==> src/rtl/debounce_pkg.sv <==
// Shared types and helpers for the multi-channel switch debouncer.
// The state encoding keeps the accepted level recoverable from the state alone.
package debounce_pkg;

    typedef enum logic [1:0] {
        ZERO  = 2'd0,
        WAIT1 = 2'd1,
        ONE   = 2'd2,
        WAIT0 = 2'd3
    } db_state_e;

    // Accepted (debounced) level implied by a state: high while ONE or leaving ONE.
    function automatic logic level_of(input db_state_e st);
        return (st == ONE) || (st == WAIT0);
    endfunction

    function automatic bit params_legal(input int n_ch, input int tick_div, input int stable_ticks);
        return (n_ch >= 1) && (n_ch <= 32) && (tick_div >= 2) && (stable_ticks >= 1);
    endfunction

endpackage

==> src/rtl/tick_gen.sv <==
// Free-running sample-tick divider shared by all debounce channels.
// m_tick is registered off the terminal count, so it is high while the counter reads 0.
module tick_gen #(
    parameter int TICK_DIV = 500000
) (
    input  logic clk,
    input  logic reset,
    output logic m_tick
);

    localparam int CW = (TICK_DIV > 2) ? $clog2(TICK_DIV) : 1;
    localparam logic [CW-1:0] LAST = CW'(TICK_DIV - 1);

    if (TICK_DIV < 2) begin : g_tick_div_check
        $error("tick_gen: TICK_DIV must be at least 2");
    end

    logic [CW-1:0] r_cnt;
    logic          r_tick;

    always_ff @(posedge clk) begin
        if (reset) begin
            r_cnt  <= '0;
            r_tick <= 1'b0;
        end else begin
            r_tick <= (r_cnt == LAST);
            r_cnt  <= (r_cnt == LAST) ? '0 : r_cnt + 1'b1;
        end
    end

    assign m_tick = r_tick;

endmodule

==> src/rtl/debounce_multi.sv <==
// N_CH independent switch debouncers sharing one sample tick.
// Each channel: 2-flop synchronizer, 4-state acceptance FSM, registered level and edge pulses.
module debounce_multi
    import debounce_pkg::*;
#(
    parameter int N_CH         = 4,
    parameter int TICK_DIV     = 500000,
    parameter int STABLE_TICKS = 2
) (
    input  logic            clk,
    input  logic            reset,
    input  logic [N_CH-1:0] sw,
    output logic [N_CH-1:0] db,
    output logic [N_CH-1:0] rise,
    output logic [N_CH-1:0] fall,
    output logic            m_tick
);

    localparam int SCW = $clog2(STABLE_TICKS + 1);
    localparam logic [SCW-1:0] SCNT_LAST = SCW'(STABLE_TICKS - 1);

    if (!params_legal(N_CH, TICK_DIV, STABLE_TICKS)) begin : g_param_check
        $error("debounce_multi: illegal N_CH / TICK_DIV / STABLE_TICKS");
    end

    logic [N_CH-1:0] r_sync1;
    logic [N_CH-1:0] r_sync2;
    logic            w_tick;

    always_ff @(posedge clk) begin
        if (reset) begin
            r_sync1 <= '0;
            r_sync2 <= '0;
        end else begin
            r_sync1 <= sw;
            r_sync2 <= r_sync1;
        end
    end

    tick_gen #(
        .TICK_DIV (TICK_DIV)
    ) u_tick_gen (
        .clk    (clk),
        .reset  (reset),
        .m_tick (w_tick)
    );

    assign m_tick = w_tick;

    for (genvar gi = 0; gi < N_CH; gi++) begin : g_ch
        db_state_e      r_state;
        db_state_e      w_state_next;
        logic [SCW-1:0] r_scnt;
        logic [SCW-1:0] w_scnt_next;
        logic           r_db;
        logic           r_rise;
        logic           r_fall;
        logic           w_s;
        logic           w_db_next;

        assign w_s = r_sync2[gi];

        // A level flip in a WAIT state aborts before the tick is considered.
        always_comb begin
            w_state_next = r_state;
            w_scnt_next  = r_scnt;
            case (r_state)
                ZERO: begin
                    if (w_s) begin
                        w_state_next = WAIT1;
                        w_scnt_next  = '0;
                    end
                end
                WAIT1: begin
                    if (!w_s) begin
                        w_state_next = ZERO;
                    end else if (w_tick) begin
                        if (r_scnt == SCNT_LAST) w_state_next = ONE;
                        else                     w_scnt_next  = r_scnt + 1'b1;
                    end
                end
                ONE: begin
                    if (!w_s) begin
                        w_state_next = WAIT0;
                        w_scnt_next  = '0;
                    end
                end
                WAIT0: begin
                    if (w_s) begin
                        w_state_next = ONE;
                    end else if (w_tick) begin
                        if (r_scnt == SCNT_LAST) w_state_next = ZERO;
                        else                     w_scnt_next  = r_scnt + 1'b1;
                    end
                end
                default: begin
                    w_state_next = ZERO;
                    w_scnt_next  = '0;
                end
            endcase
        end

        assign w_db_next = level_of(w_state_next);

        always_ff @(posedge clk) begin
            if (reset) begin
                r_state <= ZERO;
                r_scnt  <= '0;
                r_db    <= 1'b0;
                r_rise  <= 1'b0;
                r_fall  <= 1'b0;
            end else begin
                r_state <= w_state_next;
                r_scnt  <= w_scnt_next;
                r_db    <= w_db_next;
                r_rise  <= w_db_next & ~r_db;
                r_fall  <= ~w_db_next & r_db;
            end
        end

        assign db[gi]   = r_db;
        assign rise[gi] = r_rise;
        assign fall[gi] = r_fall;
    end

endmodule
==> config.mk <==
export PLATFORM = sky130hd
export DESIGN_NAME = debounce_multi
export DESIGN_NICKNAME = d
export VERILOG_FILES = /design/src/rtl/debounce_pkg.sv /design/src/rtl/tick_gen.sv /design/src/rtl/debounce_multi.sv
export SDC_FILE = /design/constraint.sdc
export NUM_CORES = 1
export LEC_CHECK = 0
export ABC_AREA = 1
export BUFFER_PORTS_ARGS = -buffer_cell sky130_fd_sc_hd__buf_2
export CAP_MARGIN = 30
export CORE_UTILIZATION = 53
export CTS_CLUSTER_DIAMETER = 60
export DETAILED_ROUTE_END_ITERATION = 7
export GPL_TIMING_DRIVEN = 1
export HOLD_SLACK_MARGIN = 0.03
export PLACE_DENSITY = 0.83
export SYNTH_ARGS = -nofsm -noshare
export SYNTH_HDL_FRONTEND = slang
export SYNTH_HIERARCHICAL = 1
export SYNTH_SLANG_ARGS = --single-unit
==> constraint.sdc <==
create_clock -name clk -period 1.35 [get_ports clk]
set_clock_uncertainty 0.15 [all_clocks]
set_input_delay 0.3375 -clock clk [delete_from_list [all_inputs] [get_ports clk]]
set_output_delay 0.3375 -clock clk [all_outputs]
set_load 0.01 [all_outputs]
After elaboration in Yosys (flattened, before gate mapping) --
Index checks and enable logic that the tools add are counted.
Storage, ports and cells: register bits 56, output and inout port bits 13
Operators by class: reductions and logical operators 13, add/subtract/negate cells 5, bitwise gates (word level) 16, eq/ne operators 41, muxes and demuxes 64
Operator list (number):
- two-way mux 2 bit | 56
- case mux 2 bit (4 select lines) | 8
- equality test 2 bit, second input constant | 16
- != test 2 bit, second input constant | 16
- adder 19 x 1 -> 19 bit, second input constant | 1
- equality test 19 bit, second input constant | 1
- equality test 2 x 1 -> 1 bit, second input constant | 8
- AND reduction 4 bit | 4
- adder 2 x 1 -> 2 bit, second input constant | 4
- bitwise AND 1 bit | 8
- logical NOT 2 bit | 4
- NOT 1 bit | 8
- logical OR 1 bit | 4
- OR reduction 2 bit | 1

Depth between registers and ports, before layout --
Gate-level depths: netlist of run 1.
depth in word-level cells 9, mapped depth 10, depth with buffers taken out 10

Cells and area by module --
Netlist of run 1, hierarchy kept.
By module, submodules not included:
- debounce_multi | seq. area each 700.7 um2, cells an instance 197, area an instance 1521.5 um2, instances 1
- tick_gen | seq. area each 400.4 um2, cells an instance 154, area an instance 1056.0 um2, instances 1

Worst setup path after synthesis of run 1 --
OpenSTA, ideal clock, no wires.
path kind flip-flop to flip-flop, from reg u_tick_gen.r_cnt[0], to reg u_tick_gen.r_cnt[10], setup slack -0.081 ns, data arrival time 1.167 ns, setup time 0.115 ns, cell stages (with the launch flop) 8, path buffers 1, cells stage by stage dfxtp_1 -> ha_1 -> nand2_2 -> nor2_4 -> nand3_2 -> nand2_4 -> buf_6 -> nor2_1
On the way: cells in the longest elaborated chain, start to end 2, elaborated cells on any way between the ends 3, classes of those cells add/sub: 1; eq/ne: 1; reduce/logical: 1
RTL lines:
- from (decl) | RTL line tick_gen.sv:18 | logic [CW-1:0] r_cnt;
- from (signal assigned) | RTL line tick_gen.sv:27 | r_cnt <= (r_cnt == LAST) ? '0 : r_cnt + 1'b1;
- branches (longest 2 deep; another with adder 19 x 1 -> 19 bit)
Parallel ways; which one is timed is not known. A chain may end at the register's enable or synchronous reset.

Worst setup path in the final report of run 1 --
from reg u_tick_gen.r_cnt[1], to reg u_tick_gen.r_cnt[18]
The elaborated chain is that of the path after synthesis.

==> summary.txt, run 1 <==
Clocking
  – Clk sinks: 55
  – Worst skew pair latency: 0.31 ns
  – Root buffer cell: clkbuf_8
  – CTS Buf Count: 5
  – Clk buf depth: 2
  – H-tree levels: 2
  – Clock Pin Slew Worst Setup and Hold Paths: 0.09 ns
  – CTS tree: yes

Timing
  – Final max-slew violation count: 0
  – RSZ-0062 raised after global routing: yes
  – Period utilization: 105%
  – Setup Viol. Count Final: 7
  – Final WS setup: -0.0722 ns
  – Worst-Margin Slew: 0.365 ns
  – Final Hold Fails: 0
  – Crit path time final: between 1 and 1.5 ns
  – Slew Limit Headroom: about three quarters
  – Setup TNS: -0.211 ns
  – Min Hold Slack: 0.0798 ns
  – FMAX: 703 MHz

Global route
  – Vias in the first global route: 1990
  – Largest net degree at the start of global routing: 18
  – Total GRT Usage: 19.6%
  – Congestion Overflow GR: 0
  – First-pass GRT wire length: approximately 8000 um
  – Initial antenna violation count: 0

Finish
  – Antenna diodes: 0
  – # fillers: about 420
  – Final Core Density: 64.3%
  – Area Growth Syn to Fin: 17.1%
  – Area taken by multi-input logic gates: 0.00121 mm^2
  – Commonest cells after routing, fill and taps aside: nand2_1 (74), inv_1 (56), nor2_1 (47)
  – Commonest non-fill, non-tap cell in the layout: nand2_1
  – Fin nets: between 300 and 400
  – FF+latch area: about 0.0011 mm^2
  – Share of cells above drive strength 1: between 20 and 30%

Route
  – DRC viols: 0
  – DR vias/cell: around 4.9
  – DRT Pass-1 Iters: 4
  – DR iter-0 viols: 93
  – Total wire length: 4660 um
  – Final ANT Viol Nets: 0
  – Vias: about 2.1k
  – WL per Instance: 10.6 um

Power and ir drop
  – Cell leakage power: 1.36 nW
  – IR drop worst, VDD: 0.571 mV
  – Power Dens Cells: around 960 mW/mm^2

Setup path
  – CP peak stage delay: 0.37 ns
  – CP max stage cell: dfxtp_4
  – Crit path max fanout: 3
  – Worst Path Required: 1.41 ns
  – CP Class: register to register
  – Worst setup SP type: register
  – Crit-path cells: ha_4 > nand2_4 > nor2_4 > nand2_4 > nor2_4 > nand3_1 > nand3_1 > nor2_1
  – Data arrival time of the worst path: approximately 1.5 ns
  – Setup crit end kind: register

Logic synthesis
  – Syn nets: 362
  – Syn avg cell area: 7.34 um^2
  – Top cell type's share of synthesized area: between 40 and 50%
  – Yosys reg bits: 55
  – Seq/Total Area, Yosys: 42.7%
  – Yosys warning count: 6
  – Yosys cell types: 27
  – Synth Instances: 351
  – Area leader, netlist: dfxtp_1
  – Mapped Area: 0.00258 mm^2
  – Area contributors post-synth: dfxtp_1 (43%), nand2_1 (11%), inv_1 (8.4%)

Run status
  – Violated checks: negative setup slack
  – Outcome: complete, but fails checks

Floorplan
  – Core Box Area: between 0.004 and 0.005 mm^2
  – I/O pins: 19
  – Die Y: 71.7 um
  – Die width: 71.7 um
  – Initial Utilization: 54.9%
  – Area of the die: 0.00515 mm^2
  – Rows: 25

Worst hold path
  – Hold WC Path Type: input pin to register

Placed design
  – GPL Wtd Cong: 0.846
  – Port Buffers: 18
  – HPWL after detailed placement: 3400 um
  – DP Worst Slack: -0.124 ns

Job
  – Max-Cap Viols: 0
-- critical path, delay by kind of cell (launching register included) --
family / cells / cell delay, ns
AND/OR/NAND/NOR: 7 / 0.63
flip-flops: 1 / 0.37
adder cells (fa/ha/maj): 1 / 0.15
-- synth_stat cells, drive strengths merged --
master	number
a21oi	16
and3	2
buf	17
dfxtp	55
ha	5
inv	59
nand2	87
nand3	23
nand4	8
nor2	64
nor3	3
nor3b	1
o21ai	2
or2	1
xnor2	5
xor2	3
-- routing by layer --
layer,global-route usage [%],vias to the layer above,wire length (um)
li1,-,1120,-
met1,21.5,971,2090
met2,36.6,28,2350
met3,4.64,6,149
met4,7.19,0,71
met5,0,-,0
-- where the power goes --
| part | leakage (nW) | switching [mW] | internal (mW) |
|---|---|---|---|
| sequential | 0.452 | 0.0282 | 1.65 |
| combinational | 0.861 | 0.0992 | 0.0761 |
| clock | 0.0502 | 0.511 | 0.542 |
| total | 1.36 | 0.638 | 2.27 |
-- metrics by stage --
stage | std cells | power (mW) | area [um^2]
3_3_place_gp | 426 | 1.86 | 2800
4_1_cts | 435 | 2.94 | 2960
5_1_grt | 438 | 3.04 | 3020
6_report | 438 | 2.91 | 3020
2_1_floorplan | 351 | 1.83 | 2610
3_5_place_dp | 426 | 1.88 | 2800
-- final timing paths --
path / start / end / slack [ns] / cells past startpoint
min: sw[1] / r_sync1[1] / 0.08 / 3
max reg2reg: u_tick_gen/r_cnt[1] / u_tick_gen/r_cnt[18] / -0.07 / 8
min reg2reg: r_sync1[2] / r_sync2[2] / 0.25 / 2
max: u_tick_gen/r_cnt[1] / u_tick_gen/r_cnt[18] / -0.07 / 8
-- registers in the layout (all words and copies together) (netlist names) --
register / cells
g_ch.r_scnt: 8
u_tick_gen/m_tick: 1
r_sync1: 4
u_tick_gen/r_cnt: 19
r_sync2: 4
g_ch.r_fall: 4
g_ch.r_rise: 4
g_ch.r_state: 7
g_ch.r_db: 4
-- cell type report --
class / count / area share (%)
clock buffer: 5 / 2.28
sequential: 55 / 37.1
timing repair buffer: 42 / 9.54
clock inverter: 2 / 1.24
tap: 54 / 2.24
multi-input combinational: 221 / 40.3
inverter: 59 / 7.34
-- what timing repair did --
| item | in CTS | in global routing |
|---|---|---|
| gates cloned | 0 | 1 |
| buffers inserted | 3 | 2 |
| endpoints found under the hold margin | 0 | 0 |
| pin swaps | 4 | 6 |
| hold buffers | 0 | 0 |
| endpoints found under the setup margin | 20 | 24 |
| gates resized for setup | 16 | 16 |
-- cell families after synthesis --
family	after synthesis	synth area share, %
AO/OA/AOI/OAI	18	3.49
AND/OR/NAND/NOR	189	35.1
adder cells (fa/ha/maj)	5	2.43
flip-flops	55	42.7
buffers and inverters	76	13.5
XOR/XNOR	8	2.72
Power figures use the tool's default switching activity.
==> run 2: changes to the inputs <==
--- a/config.mk
+++ b/config.mk
@@ -6,14 +6,14 @@
 export NUM_CORES = 1
 export LEC_CHECK = 0
 export ABC_AREA = 1
-export BUFFER_PORTS_ARGS = -buffer_cell sky130_fd_sc_hd__buf_2
 export CAP_MARGIN = 30
-export CORE_UTILIZATION = 53
+export CORE_UTILIZATION = 54
 export CTS_CLUSTER_DIAMETER = 60
 export DETAILED_ROUTE_END_ITERATION = 7
+export DONT_BUFFER_PORTS = 1
 export GPL_TIMING_DRIVEN = 1
 export HOLD_SLACK_MARGIN = 0.03
-export PLACE_DENSITY = 0.83
+export PLACE_DENSITY = 0.81
 export SYNTH_ARGS = -nofsm -noshare
 export SYNTH_HDL_FRONTEND = slang
 export SYNTH_HIERARCHICAL = 1
==> summary.txt, run 2 (synthesized netlist as in run 1, its figures left out) <==
Timing
  – Slew Limit Headroom: 48.5% (was 75.6%)
  – Min Hold Slack: 0.0896 ns (was 0.0798 ns)
  – Crit path time final: 1.44 ns (was 1.42 ns)
  – Final Hold Fails: 0 (unchanged)
  – Setup Viol. Count Final: 18 (was 7)
  – Final WS setup: -0.0933 ns (was -0.0722 ns)
  – RSZ-0062 raised after global routing: yes (unchanged)
  – Final max-slew violation count: 0 (unchanged)
  – FMAX: 693 MHz (was 703 MHz)
  – Setup TNS: -0.807 ns (was -0.211 ns)
  – Period utilization: 107% (was 105%)
  – Worst-Margin Slew: 0.773 ns (was 0.365 ns)

Floorplan
  – Area of the die: 0.00505 mm^2 (was 0.00515 mm^2)
  – Die width: 71.1 um (was 71.7 um)
  – Initial Utilization: 57.6% (was 54.9%)
  – Die Y: 71.1 um (was 71.7 um)
  – Core Box Area: 0.00447 mm^2 (was 0.00469 mm^2)
  – Rows: 24 (was 25)
  – I/O pins: 19 (unchanged)

Finish
  – # fillers: 338 (was 417)
  – Biggest register: u_tick_gen/r_cnt (unchanged)
  – Commonest cells after routing, fill and taps aside: nand2_1 (73), inv_1 (57), nor2_1 (46) (was nand2_1 (74), inv_1 (56), nor2_1 (47))
  – Fin nets: 389 (was 395)
  – Area Growth Syn to Fin: 18.5% (was 17.1%)
  – Design Area, Final: 0.00305 mm^2 (was 0.00302 mm^2)
  – Share of cells above drive strength 1: 26.4% (was 27.9%)
  – Commonest non-fill, non-tap cell in the layout: nand2_1 (unchanged)
  – Biggest regs: u_tick_gen/r_cnt x19, g_ch.r_scnt x8, g_ch.r_state x7 (unchanged)
  – Largest register FFs: 19 (unchanged)
  – Final Core Density: 68.3% (was 64.3%)
  – Area taken by multi-input logic gates: 0.00123 mm^2 (was 0.00121 mm^2)
  – FF+latch area: 0.00111 mm^2 (was 0.00112 mm^2)
  – Antenna diodes: 0 (unchanged)

Clocking
  – H-tree levels: 2 (unchanged)
  – Worst skew pair latency: 0.32 ns (was 0.31 ns)
  – Clk buf depth: 2 (unchanged)
  – CTS tree: yes (unchanged)
  – Clock Pin Slew Worst Setup and Hold Paths: 0.10 ns (was 0.09 ns)
  – CTS Buf Count: 5 (unchanged)
  – Clk sinks: 55 (unchanged)
  – Root buffer cell: clkbuf_8 (unchanged)

Setup path
  – Crit-path most repeated cell: nand2_4
  – Worst Path Required: 1.41 ns (about the same)
  – Crit path max fanout: 3 (unchanged)
  – CP max stage cell: dfxtp_2 (was dfxtp_4)
  – CP Class: register to register (unchanged)
  – Data arrival time of the worst path: 1.51 ns (was 1.48 ns)
  – Worst R2R Path Depth: 7 (was 8)
  – Crit-path cells: ha_4 > nand2_4 > nor2_4 > nand2_4 > buf_4 > xor2_1 > nor2_1 (was ha_4 > nand2_4 > nor2_4 > nand2_4 > nor2_4 > nand3_1 > nand3_1 > nor2_1)
  – Setup crit end kind: register (unchanged)
  – Worst setup SP type: register (unchanged)
  – CP peak stage delay: 0.36 ns (was 0.37 ns)

Placed design
  – GPL Wtd Cong: 0.846 (about the same)
  – Port Buffers: 0 (was 18)
  – DP Worst Slack: -0.0960 ns (was -0.124 ns)
  – Placed cell areas: 0.00274 mm^2 (was 0.00280 mm^2)
  – HPWL after detailed placement: 3230 um (was 3400 um)

Power and ir drop
  – Cell leakage power: 1.34 nW (was 1.36 nW)
  – IR drop worst, VDD: 0.774 mV (was 0.571 mV)
  – Power Dens Cells: 922 mW/mm^2 (was 965 mW/mm^2)

Global route
  – Congestion Overflow GR: 0 (unchanged)
  – Total GRT Usage: 20.4% (was 19.6%)
  – First-pass GRT wire length: 8090 um (was 7990 um)
  – Vias in the first global route: 1986 (was 1990)
  – Initial antenna violation count: 0 (unchanged)
  – Largest net degree at the start of global routing: 20 (was 18)

Route
  – DRT Pass-1 Iters: 6 (was 4)
  – WL per Instance: 11.6 um (was 10.6 um)
  – Vias: 2150 (was 2125)
  – DRC viols: 2 (was 0)
  – Total wire length: 4990 um (was 4660 um)
  – DR iter-0 viols: 85 (was 93)
  – DR vias/cell: 4.99 (was 4.85)
  – Final ANT Viol Nets: 0 (unchanged)

Worst hold path
  – Hold WC Path Type: input pin to register (unchanged)
  – WHS Path Cells: 3 (unchanged)

Job
  – Max-Cap Viols: 0 (unchanged)

Run status
  – Outcome: complete, but fails checks (unchanged)
  – Violated checks: design-rule violations, negative setup slack (was negative setup slack)
==> run 2: cell count changes in the layout (fill, tap and decap cells not counted), sizes merged <==
cell          before  now
clkinv             0    1
dlygate4sd3        0    5
nand2             88   87
dlymetal6s4s       0    1
buf               42   31
inv               59   60
bufinv             1    0
==> run 2: metrics by stage <==
stage	power, mW	instances
2_1_floorplan	1.83	351
3_3_place_gp	1.85	410
3_5_place_dp	1.85	410
4_1_cts	2.83	424
5_1_grt	2.95	431
6_report	2.81	431
==> run 2: path summary, 6_finish.rpt <==
| path | start | to | slack, ns |
|---|---|---|---|
| worst max-delay path | u_tick_gen/r_cnt[1] | u_tick_gen/r_cnt[8] | -0.09 |
| worst min-delay path | reset | g_ch[3].r_scnt[0] | 0.09 |
| worst max register to register | u_tick_gen/r_cnt[1] | u_tick_gen/r_cnt[8] | -0.09 |
| worst min register to register | r_sync1[1] | r_sync2[1] | 0.26 |
==> run 2: timing repair <==
| action | in CTS | in global routing |
|---|---|---|
| hold endpoints to repair | 21 | 0 |
| pin swaps | 4 | 9 |
| resized for setup | 9 | 25 |
| gates cloned | 0 | 0 |
| setup buffers | 0 | 7 |
| setup endpoints to repair | 19 | 42 |
| hold buffers | 6 | 0 |
==> run 2: report_power, final <==
group / switching [mW] / internal [mW] / total [mW]
logic: 0.0961 / 0.0873 / 0.183
clock network: 0.566 / 0.381 / 0.947
registers: 0.0264 / 1.66 / 1.68
total: 0.689 / 2.13 / 2.81
==> run 2: worst max-delay path, delay by kind of cell (launching register included) <==
| kind | cells | cell delay [ns] |
|---|---|---|
| AND/OR/NAND/NOR | 4 | 0.37 |
| XOR/XNOR | 1 | 0.15 |
| buffers and inverters | 1 | 0.14 |
| flip-flops | 1 | 0.36 |
| adder cells (fa/ha/maj) | 1 | 0.16 |
==> run 2: per-layer routing <==
layer | share of wire, % | routed length, um | global-route usage [%]
met5 | 0 | 0 | 0
met4 | 2.7 | 134 | 12.0
met3 | 4.7 | 236 | 4.27
met2 | 49 | 2440 | 35.4
met1 | 44 | 2170 | 23.1
==> run 2: cell type report <==
cell class              count  share of cell area, %
clock inverters             3                  0.901
clock buffers               5                   2.25
inverters                  59                   7.25
flip-flops and latches     55                   36.5
multi-input cells         220                   40.3
repair buffers             37                   10.7
well taps                  52                   2.13
==> run 3: changes to the inputs <==
--- a/config.mk
+++ b/config.mk
@@ -13,6 +13,7 @@
 export DONT_BUFFER_PORTS = 1
 export GPL_TIMING_DRIVEN = 1
 export HOLD_SLACK_MARGIN = 0.03
+export MAX_ROUTING_LAYER = met4
 export PLACE_DENSITY = 0.81
 export SYNTH_ARGS = -nofsm -noshare
 export SYNTH_HDL_FRONTEND = slang
==> summary.txt, run 3 (synthesized netlist as in run 1, its figures left out) <==
Timing
  – Setup Viol. Count Final: 18 (unchanged)
  – Min Hold Slack: 0.0880 ns (was 0.0896 ns)
  – FMAX: 693 MHz (about the same)
  – RSZ-0062 raised after global routing: yes (unchanged)
  – Crit path time final: 1.44 ns (about the same)
  – Setup TNS: -0.952 ns (was -0.807 ns)
  – Worst-Margin Slew: 0.781 ns (was 0.773 ns)
  – Slew Limit Headroom: 48.0% (was 48.5%)
  – Final max-slew violation count: 0 (unchanged)
  – Final WS setup: -0.0930 ns (was -0.0933 ns)
  – Period utilization: 107% (about the same)
  – Final Hold Fails: 0 (unchanged)

Route
  – Final ANT Viol Nets: 0 (unchanged)
  – DR vias/cell: 4.99 (unchanged)
  – DRT Pass-1 Iters: 7 (was 6)
  – WL per Instance: 11.6 um (about the same)
  – Total wire length: 5000 um (was 4990 um)
  – DR iter-0 viols: 91 (was 85)
  – Vias: 2150 (unchanged)
  – DRC viols: 2 (unchanged)

Global route
  – Largest net degree at the start of global routing: 20 (unchanged)
  – First-pass GRT wire length: 8090 um (unchanged)
  – Congestion Overflow GR: 0 (unchanged)
  – Initial antenna violation count: 0 (unchanged)
  – Total GRT Usage: 21.0% (was 20.4%)
  – Vias in the first global route: 1986 (unchanged)

Job
  – Max-Cap Viols: 0 (unchanged)

Setup path
  – Setup crit end kind: register (unchanged)
  – Worst setup SP type: register (unchanged)
  – Data arrival time of the worst path: 1.51 ns (about the same)
  – Worst Path Required: 1.41 ns (about the same)
  – Worst setup path startpoint: u_tick_gen/r_cnt[1] (unchanged)
  – Worst flop-to-flop path startpoint: u_tick_gen/r_cnt[1] (unchanged)
  – Crit path max fanout: 3 (unchanged)
  – CP Class: register to register (unchanged)

Clocking
  – CTS tree: yes (unchanged)
  – Clock Pin Slew Worst Setup and Hold Paths: 0.10 ns (about the same)
  – Clk buf depth: 2 (unchanged)
  – Worst skew pair latency: 0.32 ns (about the same)
  – Clk sinks: 55 (unchanged)
  – CTS Buf Count: 5 (unchanged)
  – Root buffer cell: clkbuf_8 (unchanged)
  – H-tree levels: 2 (unchanged)

Finish
  – Post-route insts no fill: 431 (unchanged)
  – Largest register FFs: 19 (unchanged)
  – Commonest non-fill, non-tap cell in the layout: nand2_1 (unchanged)
  – Area Growth Syn to Fin: 18.5% (unchanged)
  – # fillers: 338 (unchanged)
  – Share of cells above drive strength 1: 26.4% (unchanged)
  – Fin nets: 389 (unchanged)
  – Biggest regs: u_tick_gen/r_cnt x19, g_ch.r_scnt x8, g_ch.r_state x7 (unchanged)
  – Antenna diodes: 0 (unchanged)
  – Biggest register: u_tick_gen/r_cnt (unchanged)
  – Commonest cells after routing, fill and taps aside: nand2_1 (73), inv_1 (57), nor2_1 (46) (unchanged)

Floorplan
  – Initial Utilization: 57.6% (unchanged)
  – Area of the die: 0.00505 mm^2 (unchanged)
  – Die width: 71.1 um (unchanged)
  – Core Box Area: 0.00447 mm^2 (unchanged)
  – I/O pins: 19 (unchanged)
  – Die Y: 71.1 um (unchanged)
  – Rows: 24 (unchanged)

Power and ir drop
  – Power Dens Cells: 922 mW/mm^2 (about the same)
  – IR drop worst, VDD: 0.772 mV (was 0.774 mV)
  – Cell leakage power: 1.34 nW (unchanged)

Placed design
  – HPWL after detailed placement: 3230 um (unchanged)
  – Port Buffers: 0 (unchanged)
  – GPL Wtd Cong: 0.859 (was 0.846)
  – DP Worst Slack: -0.0960 ns (unchanged)
  – Inst Count DP: 410 (unchanged)

Run status
  – Violated checks: design-rule violations, negative setup slack (unchanged)
  – Outcome: complete, but fails checks (unchanged)

Worst hold path
  – Hold WC Path Type: input pin to register (unchanged)
  – Hold_sp: reset (unchanged)
run 3: what timing repair did:
action	CTS	global route
pin swaps	4	9
resized for setup	9	25
hold endpoints to repair	21	0
hold buffers	6	0
buffers inserted	0	7
setup endpoints to repair	19	42
run 3: final cells by class:
cell class	count	area [um^2]	share of cell area, %
repair buffers	37	328	10.7
multi-input cells	220	1230	40.3
flip-flops and latches	55	1110	36.5
well taps	52	65.1	2.13
clock inverters	3	27.5	0.901
inverters	59	221	7.25
clock buffers	5	68.8	2.25
run 3: layer usage:
metal	share of wire (%)	GRT usage [%]
met5	0	-
met3	5.2	4.27
met2	49	35.4
met4	2.5	12.0
met1	43	23.1
run 3: final timing paths:
path,end,slack (ns),depth (start not counted)
max reg2reg,u_tick_gen/r_cnt[8],-0.09,7
min,g_ch[3].r_scnt[0],0.09,3
min reg2reg,r_sync2[1],0.26,2
max,u_tick_gen/r_cnt[8],-0.09,7
run 3: metrics by stage:
step           utilization (%)  power, mW  area, um^2
4_1_cts                   65.4       2.83        2930
2_1_floorplan                -       1.83        2610
3_5_place_dp              61.1       1.85        2740
3_3_place_gp              61.1       1.85        2740
5_1_grt                   68.3       2.95        3050
6_report                  68.3       2.82        3050
run 3: power breakdown:
part | switching (mW) | internal, mW | leakage [nW] | total, mW
registers | 0.0264 | 1.66 | 0.451 | 1.68
logic | 0.0963 | 0.0873 | 0.845 | 0.184
clock network | 0.567 | 0.381 | 0.0463 | 0.948
total | 0.689 | 2.13 | 1.34 | 2.82
run 3: worst max-delay path: stages (launching register included):
cell     delay, ns
dfxtp_2       0.36
ha_4          0.16
nand2_4       0.05
nor2_4        0.16
nand2_4       0.10
buf_4         0.14
xor2_1        0.15
nor2_1        0.06
